`src/rtl/hamming_pkg.sv`:
```
// Shared types and elaboration-time helpers for the Hamming SECDED code family.
// A code word is N = DATA_W + P_W + 1 bits: bit 0 is overall (even) parity,
// power-of-two positions hold Hamming parity, and data fills the rest in order.
package hamming_pkg;

    // Outcome of decoding one word.
    typedef enum logic [1:0] {
        CLEAN  = 2'd0,
        CORR   = 2'd1,
        UNCORR = 2'd2
    } err_class_t;

    // True when k is a power of two, i.e. a Hamming parity position.
    function automatic bit is_pow2(input int k);
        return (k > 0) && ((k & (k - 1)) == 0);
    endfunction

    // Smallest p with 2^p >= data_w + p + 1.
    function automatic int calc_p_w(input int data_w);
        int p;
        p = 1;
        while ((2 ** p) < (data_w + p + 1)) p = p + 1;
        return p;
    endfunction

    // Code position that carries data bit idx (data[0] sits at position 3).
    function automatic int data_to_pos(input int idx);
        int pos;
        int cnt;
        pos = 3;
        cnt = 0;
        while (cnt < idx) begin
            pos = pos + 1;
            if (!is_pow2(pos)) cnt = cnt + 1;
        end
        return pos;
    endfunction

    // Data index carried by a non-power-of-two code position.
    function automatic int pos_to_data(input int pos);
        int idx;
        idx = 0;
        for (int k = 3; k < pos; k++) begin
            if (!is_pow2(k)) idx = idx + 1;
        end
        return idx;
    endfunction

endpackage

```
`src/rtl/hamming_secded_dec_if.sv`:
```
// Streaming interface of the SECDED decoder: a code-word input channel and a
// decoded-result output channel, both valid/ready. The decoder uses the slave
// modport; the producer/consumer side uses master.
interface hamming_secded_dec_if #(
    parameter int DATA_W = 4
);
    import hamming_pkg::*;

    localparam int P_W = calc_p_w(DATA_W);
    localparam int N   = DATA_W + P_W + 1;

    logic              in_valid;
    logic              in_ready;
    logic [N-1:0]      in_code;
    logic              out_valid;
    logic              out_ready;
    logic [DATA_W-1:0] out_data;
    logic              out_err_corr;
    logic              out_err_uncorr;
    logic [P_W-1:0]    out_syndrome;

    modport master (
        output in_valid, in_code, out_ready,
        input  in_ready, out_valid, out_data, out_err_corr, out_err_uncorr, out_syndrome
    );

    modport slave (
        input  in_valid, in_code, out_ready,
        output in_ready, out_valid, out_data, out_err_corr, out_err_uncorr, out_syndrome
    );

endinterface

```
`src/rtl/hamming_syndrome.sv`:
```
// Purely combinational syndrome and overall-parity calculation for an N-bit
// SECDED code word. Shared with the matching encoder.
module hamming_syndrome #(
    parameter int N   = 8,
    parameter int P_W = 3
) (
    input  logic [N-1:0]   i_code,
    output logic [P_W-1:0] o_syndrome,
    output logic           o_ovr
);

    // Syndrome is the XOR of the indices of every set bit in positions 1..N-1.
    // NOTE: every always_comb target gets a default before any conditional update,
    // so no path leaves it unassigned and no latch is inferred.
    always_comb begin
        o_syndrome = '0;
        for (int k = 1; k < N; k++) begin
            if (i_code[k]) o_syndrome = o_syndrome ^ P_W'(k);
        end
    end

    assign o_ovr = ^i_code;

endmodule

```
`src/rtl/hamming_secded_dec.sv`:
```
// Two-stage pipelined Hamming SECDED decoder with valid/ready on both sides.
// Stage 1 registers the word, syndrome and overall parity; stage 2 registers
// the corrected payload, error flags and syndrome.
// Optional feature: define HAMMING_ERR_CNT_EN to build the saturating error
// counters; otherwise cnt_corr/cnt_uncorr read 0 and cnt_clr is ignored.
module hamming_secded_dec
    import hamming_pkg::*;
#(
    parameter int DATA_W = 4,
    parameter int CNT_W  = 16
) (
    input  logic             clk,
    input  logic             rst_n,
    hamming_secded_dec_if.slave bus,
    input  logic             cnt_clr,
    output logic [CNT_W-1:0] cnt_corr,
    output logic [CNT_W-1:0] cnt_uncorr
);

    localparam int P_W = calc_p_w(DATA_W);
    localparam int N   = DATA_W + P_W + 1;

    logic              w_adv;
    logic [P_W-1:0]    w_syn;
    logic              w_ovr;

    logic              r_s1_valid;
    logic [N-1:0]      r_s1_code;
    logic [P_W-1:0]    r_s1_syn;
    logic              r_s1_ovr;

    err_class_t        w_class;
    logic              w_flip;
    logic [N-1:0]      w_fixed;
    logic [DATA_W-1:0] w_data;

    logic              r_out_valid;
    logic [DATA_W-1:0] r_out_data;
    logic              r_out_err_corr;
    logic              r_out_err_uncorr;
    logic [P_W-1:0]    r_out_syndrome;

    // Parity positions are only needed for the syndrome, not for extraction.
    logic              w_unused_code;
    assign w_unused_code = ^r_s1_code;

    // The whole pipe moves whenever the output register is free or draining.
    // During reset out_valid is 0, so in_ready reads 1.
    assign w_adv        = !r_out_valid || bus.out_ready;
    assign bus.in_ready = w_adv;

    hamming_syndrome #(
        .N   (N),
        .P_W (P_W)
    ) u_syndrome (
        .i_code     (bus.in_code),
        .o_syndrome (w_syn),
        .o_ovr      (w_ovr)
    );

    // Stage 1: capture the received word, its syndrome and overall parity.
    // NOTE: sequential state uses non-blocking assignments so every register
    // samples pre-edge values regardless of block ordering.
    always_ff @(posedge clk or negedge rst_n) begin
        if (!rst_n) begin
            r_s1_valid <= 1'b0;
            r_s1_code  <= '0;
            r_s1_syn   <= '0;
            r_s1_ovr   <= 1'b0;
        end else if (w_adv) begin
            r_s1_valid <= bus.in_valid;
            r_s1_code  <= bus.in_code;
            r_s1_syn   <= w_syn;
            r_s1_ovr   <= w_ovr;
        end
    end

    // Classify the stage-1 word and flip the erroneous position if correctable.
    always_comb begin
        w_class = CLEAN;
        w_flip  = 1'b0;
        if (r_s1_syn == '0) begin
            if (r_s1_ovr) w_class = CORR;  // only the overall parity bit is wrong
        end else if (r_s1_ovr && (32'(r_s1_syn) <= 32'(N - 1))) begin
            w_class = CORR;
            w_flip  = 1'b1;
        end else begin
            w_class = UNCORR;
        end
        w_fixed = r_s1_code;
        if (w_flip) w_fixed = r_s1_code ^ (N'(1) << r_s1_syn);
    end

    // Gather the payload from the non-power-of-two positions.
    for (genvar gi = 0; gi < DATA_W; gi++) begin : g_extract
        localparam int POS = data_to_pos(gi);
        assign w_data[gi] = w_fixed[POS];
    end

    // Stage 2: register the decoded result; it holds while the consumer stalls.
    always_ff @(posedge clk or negedge rst_n) begin
        if (!rst_n) begin
            r_out_valid      <= 1'b0;
            r_out_data       <= '0;
            r_out_err_corr   <= 1'b0;
            r_out_err_uncorr <= 1'b0;
            r_out_syndrome   <= '0;
        end else if (w_adv) begin
            r_out_valid <= r_s1_valid;
            if (r_s1_valid) begin
                r_out_data       <= w_data;
                r_out_err_corr   <= (w_class == CORR);
                r_out_err_uncorr <= (w_class == UNCORR);
                r_out_syndrome   <= r_s1_syn;
            end
        end
    end

    assign bus.out_valid      = r_out_valid;
    assign bus.out_data       = r_out_data;
    assign bus.out_err_corr   = r_out_err_corr;
    assign bus.out_err_uncorr = r_out_err_uncorr;
    assign bus.out_syndrome   = r_out_syndrome;

`ifdef HAMMING_ERR_CNT_EN
    logic             w_out_hs;
    logic [CNT_W-1:0] r_cnt_corr;
    logic [CNT_W-1:0] r_cnt_uncorr;

    assign w_out_hs = r_out_valid && bus.out_ready;

    // Saturating error counters, bumped on the output handshake; clear wins.
    always_ff @(posedge clk or negedge rst_n) begin
        if (!rst_n) begin
            r_cnt_corr   <= '0;
            r_cnt_uncorr <= '0;
        end else if (cnt_clr) begin
            r_cnt_corr   <= '0;
            r_cnt_uncorr <= '0;
        end else if (w_out_hs) begin
            if (r_out_err_corr && (r_cnt_corr != '1))
                r_cnt_corr <= r_cnt_corr + CNT_W'(1);
            if (r_out_err_uncorr && (r_cnt_uncorr != '1))
                r_cnt_uncorr <= r_cnt_uncorr + CNT_W'(1);
        end
    end

    assign cnt_corr   = r_cnt_corr;
    assign cnt_uncorr = r_cnt_uncorr;
`else
    logic w_unused_cnt_clr;
    assign w_unused_cnt_clr = cnt_clr;
    assign cnt_corr         = '0;
    assign cnt_uncorr       = '0;
`endif

endmodule

```
`src/flat_wrapper.sv`:
```
// flat-port wrapper written by rule: the top's interface ports become plain ports
module hamming_secded_dec_flat import hamming_pkg::*;
#(
    parameter int DATA_W = 4,
    parameter int CNT_W  = 16
)
  (clk, rst_n, cnt_clr, cnt_corr, cnt_uncorr, bus_in_valid, bus_in_code, bus_out_ready, bus_in_ready, bus_out_valid, bus_out_data, bus_out_err_corr, bus_out_err_uncorr, bus_out_syndrome);
  hamming_secded_dec_if #(.DATA_W(DATA_W)) bus_i ();
  input  logic clk;
  input  logic rst_n;
  input  logic cnt_clr;
  output logic [CNT_W-1:0] cnt_corr;
  output logic [CNT_W-1:0] cnt_uncorr;
  input wire logic [$bits(bus_i.in_valid)-1:0] bus_in_valid;
  input wire logic [$bits(bus_i.in_code)-1:0] bus_in_code;
  input wire logic [$bits(bus_i.out_ready)-1:0] bus_out_ready;
  output wire logic [$bits(bus_i.in_ready)-1:0] bus_in_ready;
  output wire logic [$bits(bus_i.out_valid)-1:0] bus_out_valid;
  output wire logic [$bits(bus_i.out_data)-1:0] bus_out_data;
  output wire logic [$bits(bus_i.out_err_corr)-1:0] bus_out_err_corr;
  output wire logic [$bits(bus_i.out_err_uncorr)-1:0] bus_out_err_uncorr;
  output wire logic [$bits(bus_i.out_syndrome)-1:0] bus_out_syndrome;
  assign bus_i.in_valid = bus_in_valid;
  assign bus_i.in_code = bus_in_code;
  assign bus_i.out_ready = bus_out_ready;
  assign bus_in_ready = bus_i.in_ready;
  assign bus_out_valid = bus_i.out_valid;
  assign bus_out_data = bus_i.out_data;
  assign bus_out_err_corr = bus_i.out_err_corr;
  assign bus_out_err_uncorr = bus_i.out_err_uncorr;
  assign bus_out_syndrome = bus_i.out_syndrome;
  hamming_secded_dec #(.DATA_W(DATA_W), .CNT_W(CNT_W)) u_core (.clk(clk), .rst_n(rst_n), .bus(bus_i), .cnt_clr(cnt_clr), .cnt_corr(cnt_corr), .cnt_uncorr(cnt_uncorr));
endmodule
```
`config.mk`:
```
export PLATFORM = sky130hd
export DESIGN_NAME = hamming_secded_dec_flat
export DESIGN_NICKNAME = d
export VERILOG_FILES = /design/src/rtl/hamming_pkg.sv /design/src/rtl/hamming_secded_dec_if.sv /design/src/rtl/hamming_syndrome.sv /design/src/rtl/hamming_secded_dec.sv /design/src/flat_wrapper.sv
export SDC_FILE = /design/constraint.sdc
export NUM_CORES = 1
export LEC_CHECK = 0
export CAP_MARGIN = 25
export CORE_ASPECT_RATIO = 1.5
export CORE_UTILIZATION = 37
export DETAILED_ROUTE_END_ITERATION = 6
export DONT_BUFFER_PORTS = 1
export HOLD_SLACK_MARGIN = 0.03
export PLACE_DENSITY = 0.51
export SYNTH_ARGS = -nofsm -noshare
export SYNTH_HDL_FRONTEND = slang
export SYNTH_SLANG_ARGS = --single-unit
```
`constraint.sdc`:
```
create_clock -name clk -period 1.2 [get_ports clk]
set_input_delay 0.24 -clock clk [delete_from_list [all_inputs] [get_ports clk]]
set_output_delay 0.24 -clock clk [all_outputs]
set_load 0.02 [all_outputs]
```
# Yosys cells after proc, flatten, opt, wreduce, memory -nomap -nowiden
# Cells that the tools add are included.
# W data, S select, Z words.
classes:
  reduce_logical: 5
  eq_ne: 2
  n_mux: 13
  n_bitwise: 7
  shifts: 1
op_table:
  columns: ["operator", "count"]
  rows:
  - ["$mux W3", 4]
  - ["$mux W2", 4]
  - ["$mux W8", 1]
  - ["$reduce_xor A8 Y1", 1]
  - ["$shl A1 B3 Y8 const A", 1]
  - ["$xor A8 B8 Y8", 1]
  - ["$not A2 Y2", 3]
  - ["$mux W1", 4]
  - ["$logic_not A3 Y1", 1]
  - ["$not A3 Y3", 1]
  - ["$eq A2 B1 Y1 const B", 1]
  - ["$eq A2 B2 Y1 const B", 1]
  - ["$not A1 Y1 const A", 2]
  - ["$reduce_and A2 Y1", 1]
  - ["$logic_not A1 Y1", 1]
  - ["$logic_or A1 B1 Y1", 1]
word_totals:
  input_bits: 13
  output_inout_bits: 43
  elab_cells: 37
  reg_bits: 23

# Logic depth before layout (Yosys ltp)
logic_depth:
  ltp_word: 11
  ltp_mapped: 6
  mapped_depth_nobuf: 4

# Modules after synthesis
# Synthesis repeated with hierarchy kept, for this count alone.
hier_totals:
  hier_cells: 101
  area_unflattened_um2: 1156.1
by_module_without_submodules:
  columns: ["mod", "area_per_inst_um2", "cells_each", "seq_area_each_um2", "n_inst"]
  rows:
  - ["hamming_secded_dec", 1052.3, 90, 475.5, 1]
  - ["hamming_syndrome", 103.8, 11, 0.0, 1]

# Worst setup path after synthesis
# OpenSTA, ideal clock, no wires.
synth_path:
  kind: "flip-flop to flip-flop"
  from: "register u_core.r_out_valid (netlist: u_core.bus.out_valid)"
  to: "register u_core.r_s1_code[3]"
  setup_ns: 0.125
  path_buffers: 2
  required_ns: 1.075
  path_stages_with_launch: 5
  slack_ns: -0.167
  synth_period_minus_slack_ns: 1.367
  arrival_time_ns: 1.242
  path_cell_list: "dfrtp_1 -> nand2b_1 -> buf_4 -> buf_2 -> mux2_2"
synth_via:
  elab_chain_cells: 2
synth_lines:
  columns: ["item", "line_no", "source"]
  rows:
  - ["from (decl)", "hamming_secded_dec.sv:37", "logic r_out_valid;"]
  - ["from (signal assigned)", "hamming_secded_dec.sv:109", "r_out_valid <= r_s1_valid;"]
  - ["$logic_not A1 Y1", "hamming_secded_dec.sv:49", "assign w_adv = !r_out_valid || bus.out_ready;"]
  - ["$logic_or A1 B1 Y1", "hamming_secded_dec.sv:49", null]
  - ["via bus_in_ready", "flat_wrapper.sv:17", "output wire logic [$bits(bus_i.in_ready)-1:0] bus_in_ready;"]
  - ["to (signal assigned)", "hamming_secded_dec.sv:72", "r_s1_code <= bus.in_code;"]
  - ["to (decl)", "hamming_secded_dec.sv:28", "logic [N-1:0] r_s1_code;"]
# The timed path passes the listed nets, and every way through them passes these cells.
# A chain may end at the register's enable or synchronous reset.

# Worst setup path in the final report
layout_path:
  from: "register u_core.r_out_valid (netlist: u_core.bus.out_valid)"
  to: "output port bus_in_ready"
layout_via:
  elab_chain_cells: 2
layout_lines:
  columns: ["item", "line_no"]
  rows:
  - ["$logic_not A1 Y1", "hamming_secded_dec.sv:49"]
  - ["$logic_or A1 B1 Y1", "hamming_secded_dec.sv:49"]
  - ["to (decl)", "flat_wrapper.sv:17"]
# Every way passes these cells.

==> results.yml <==
routing:
  routedWlPerCell_um: 10.55
  drt-total-wl_um: 1582
  drt_iter0_markers: 14
  drc: 0
  viasPerCell: 3.960
  ant_nets: 0
  drtPass1Iterations: 4
  num_vias: 594
clock_network:
  cts_max_path_buffers: 2
  tritoncts: "done"
  clock_sinks: 19
  clk_latency_ns: 0.25
  h-tree-depth: 1
  root_buffer: "clkbuf_8"
  cts_buffers: 3
  path_clk_slew_ns: 0.07
setup_path:
  cp_max_fo: 6
  crit_arrival_ns: 0.97
  crit_end: "bus_in_ready"
  cp-end-kind: "output port"
  r2r_start: "u_core.bus.out_valid"
  start_kind: "flip-flop"
  crit_start: "u_core.bus.out_valid"
  critPathKind: "reg -> out"
  r2r-end: "u_core.r_s1_code[5]"
  worstPathRequired_ns: 0.96
  rrSetupSlack_ns: 0.03
  rr_worst_depth: 4
sta:
  slew_viol_final: 0
  hold_viol: 0
  final.min_clock_period_ns: 1.212
  worstMarginPinSlew_ns: 0.8332
  setup_ws_ns: -0.01169
  period_share: 1.010
  hold_slack_ns: 0.1324
  rsz0062_at_grt: "yes"
  fin_skew_ns: 0.002992
  final.setup.tns_ns: -0.01169
  setup_viol: 1
  max_freq_mhz: 825.3
  slew_headroom: 0.4445
pwr:
  total_power_mw: 2.066
  leakage_nw: 0.5281
  ir_drop_mv: 0.8166
  power_density_mw_per_mm2: 1803
global_routing:
  grt_pass1_wl_um: 2566
  grt_pass1_vias: 557
  grt_max_degree: 20
  grt_use_total: 0.1116
  grt_overflow: 0
  grt_antenna_before_repair: 0
synth:
  synth-main-ff-cell: "dfrtp_1"
  async_flop_share: 1.000
  ys_top_cells_by_area: "dfrtp_1 43%, buf_4 22%, mux2_2 10%"
  syn_area_mm2: 0.001116
  synth.yosys.seq_area_share: 0.4260
  synth_cell_types: 16
  synth.avg_cell_area_um2: 10.63
  synth_common_cells: "33 x buf_4, 19 x dfrtp_1, 10 x mux2_2"
  synthCells: 105
  yosysWarnings: 0
  ys_ff_latch: 19
  synth_edf_count: 0
  synth.most_common_cell: "buf_4"
  synth_top_area_frac: 0.4260
  yosys.area.top_type: "dfrtp_1"
cells_and_area:
  fillCellCount: 291
  fin_util: 0.3976
  final_layout_size_suffix_gt1_frac: 0.1982
  finalInstanceArea_mm2: 0.001146
  regArea_um2: 476.7
  stdcell_count: 150
  fin_nets: 125
  diodes: 0
  multi_input_area_um2: 509.2
  synthToLayoutAreaGrowth_pct: 2.691
placed_design:
  numPortBuffers: 0
  dp_cells: 144
  dp_slack_ns: 0.07751
  hpwl_um: 1256
  placed_cell_area_mm2: 0.001057
  routabilityCongestion: 0.6645
floorplan:
  rows: 24
  num_io_pins: 56
  die_y_um: 69.27
  coreArea_mm2: 0.002883
  start_util: 0.3872
  die_x_um: 46.85
  die_area_mm2: 0.003245
outcome:
  violations: "negative setup slack"
  status: "complete, but fails checks"
hold_path:
  worstHoldPathType: "in -> reg"
job:
  drv_cap: 0
-- area by class of cell --
class / count / area share
clock buffers: 3 / 0.03603
clock inverters: 1 / 0.004367
multi-input cells: 82 / 0.4443
flip-flops and latches: 19 / 0.4159
well taps: 39 / 0.04258
repair buffers: 6 / 0.05677
-- placed cells by master, fill, tap and decap left out, types with 2 or more instances in the layout --
cell type	netlist	routed
a21oi_1	3	3
buf_4	33	2
buf_6	0	2
clkbuf_8	0	3
conb_1	1	32
dfrtp_1	19	18
mux2_2	10	10
nand2_1	6	5
nand4b_1	3	3
nor2_1	3	3
o21ai_0	4	4
xnor2_1	7	7
xor2_1	9	9
-- registers in the layout, indices dropped and copies added (netlist names) --
signal                     count
u_core.bus.out_data            4
u_core.r_s1_code               4
u_core.bus.out_err_uncorr      1
u_core.r_s1_syn                3
u_core.r_s1_valid              1
u_core.bus.out_err_corr        1
u_core.bus.out_syndrome        3
u_core.r_s1_ovr                1
u_core.bus.out_valid           1
-- report_power, final --
| part | internal [mW] | switching, mW | leakage, nW | total, mW |
|---|---|---|---|---|
| Clock | 0.230 | 0.204 | 0.0255 | 0.435 |
| Sequential | 0.828 | 0.331 | 0.221 | 1.16 |
| Combinational | 0.224 | 0.248 | 0.282 | 0.472 |
| Total | 1.28 | 0.784 | 0.528 | 2.07 |
-- how the worst min path moves through the flow --
stage                              start                endpoint  slack (ns)  cells past startpoint
after floorplan                    rst_n  u_core.bus.out_data[0]       -0.06                      0
after global placement             rst_n       u_core.r_s1_valid       -0.06                      0
after detailed placement           rst_n    u_core.bus.out_valid       -0.06                      0
after CTS                 bus_in_code[6]     u_core.r_s1_code[6]        0.13                      1
after global routing      bus_in_code[6]     u_core.r_s1_code[6]        0.12                      1
final                     bus_in_code[6]     u_core.r_s1_code[6]        0.13                      1
-- logic make-up after synthesis --
kind of cell | synth area share
AO/OA/AOI/OAI | 0.03812
XOR/XNOR | 0.1256
buffers and inverters | 0.2309
flip-flops | 0.4260
multiplexers | 0.1009
other | 0.003360
AND/OR/NAND/NOR | 0.07511
-- per-layer routing --
layer	wire length (um)	track usage	vias up
li1	-	-	288
met1	565	0.1286	269
met2	851	0.1744	35
met3	145	0.03125	2
met4	19	0.06667	0
met5	0	0	-
-- timing repair --
action	CTS	global route
setup buffers	1	0
gates cloned	0	0
gates resized for setup	4	2
hold endpoints to repair	19	0
endpoints found under the setup margin	1	26
hold buffers	1	0
-- critical path, cell delays in order (launching register included) --
cell,delay [ns]
dfrtp_2,0.42
nand2b_4,0.08
buf_6,0.10
buf_8,0.12
Note: power is estimated with default switching activity, not from simulation.
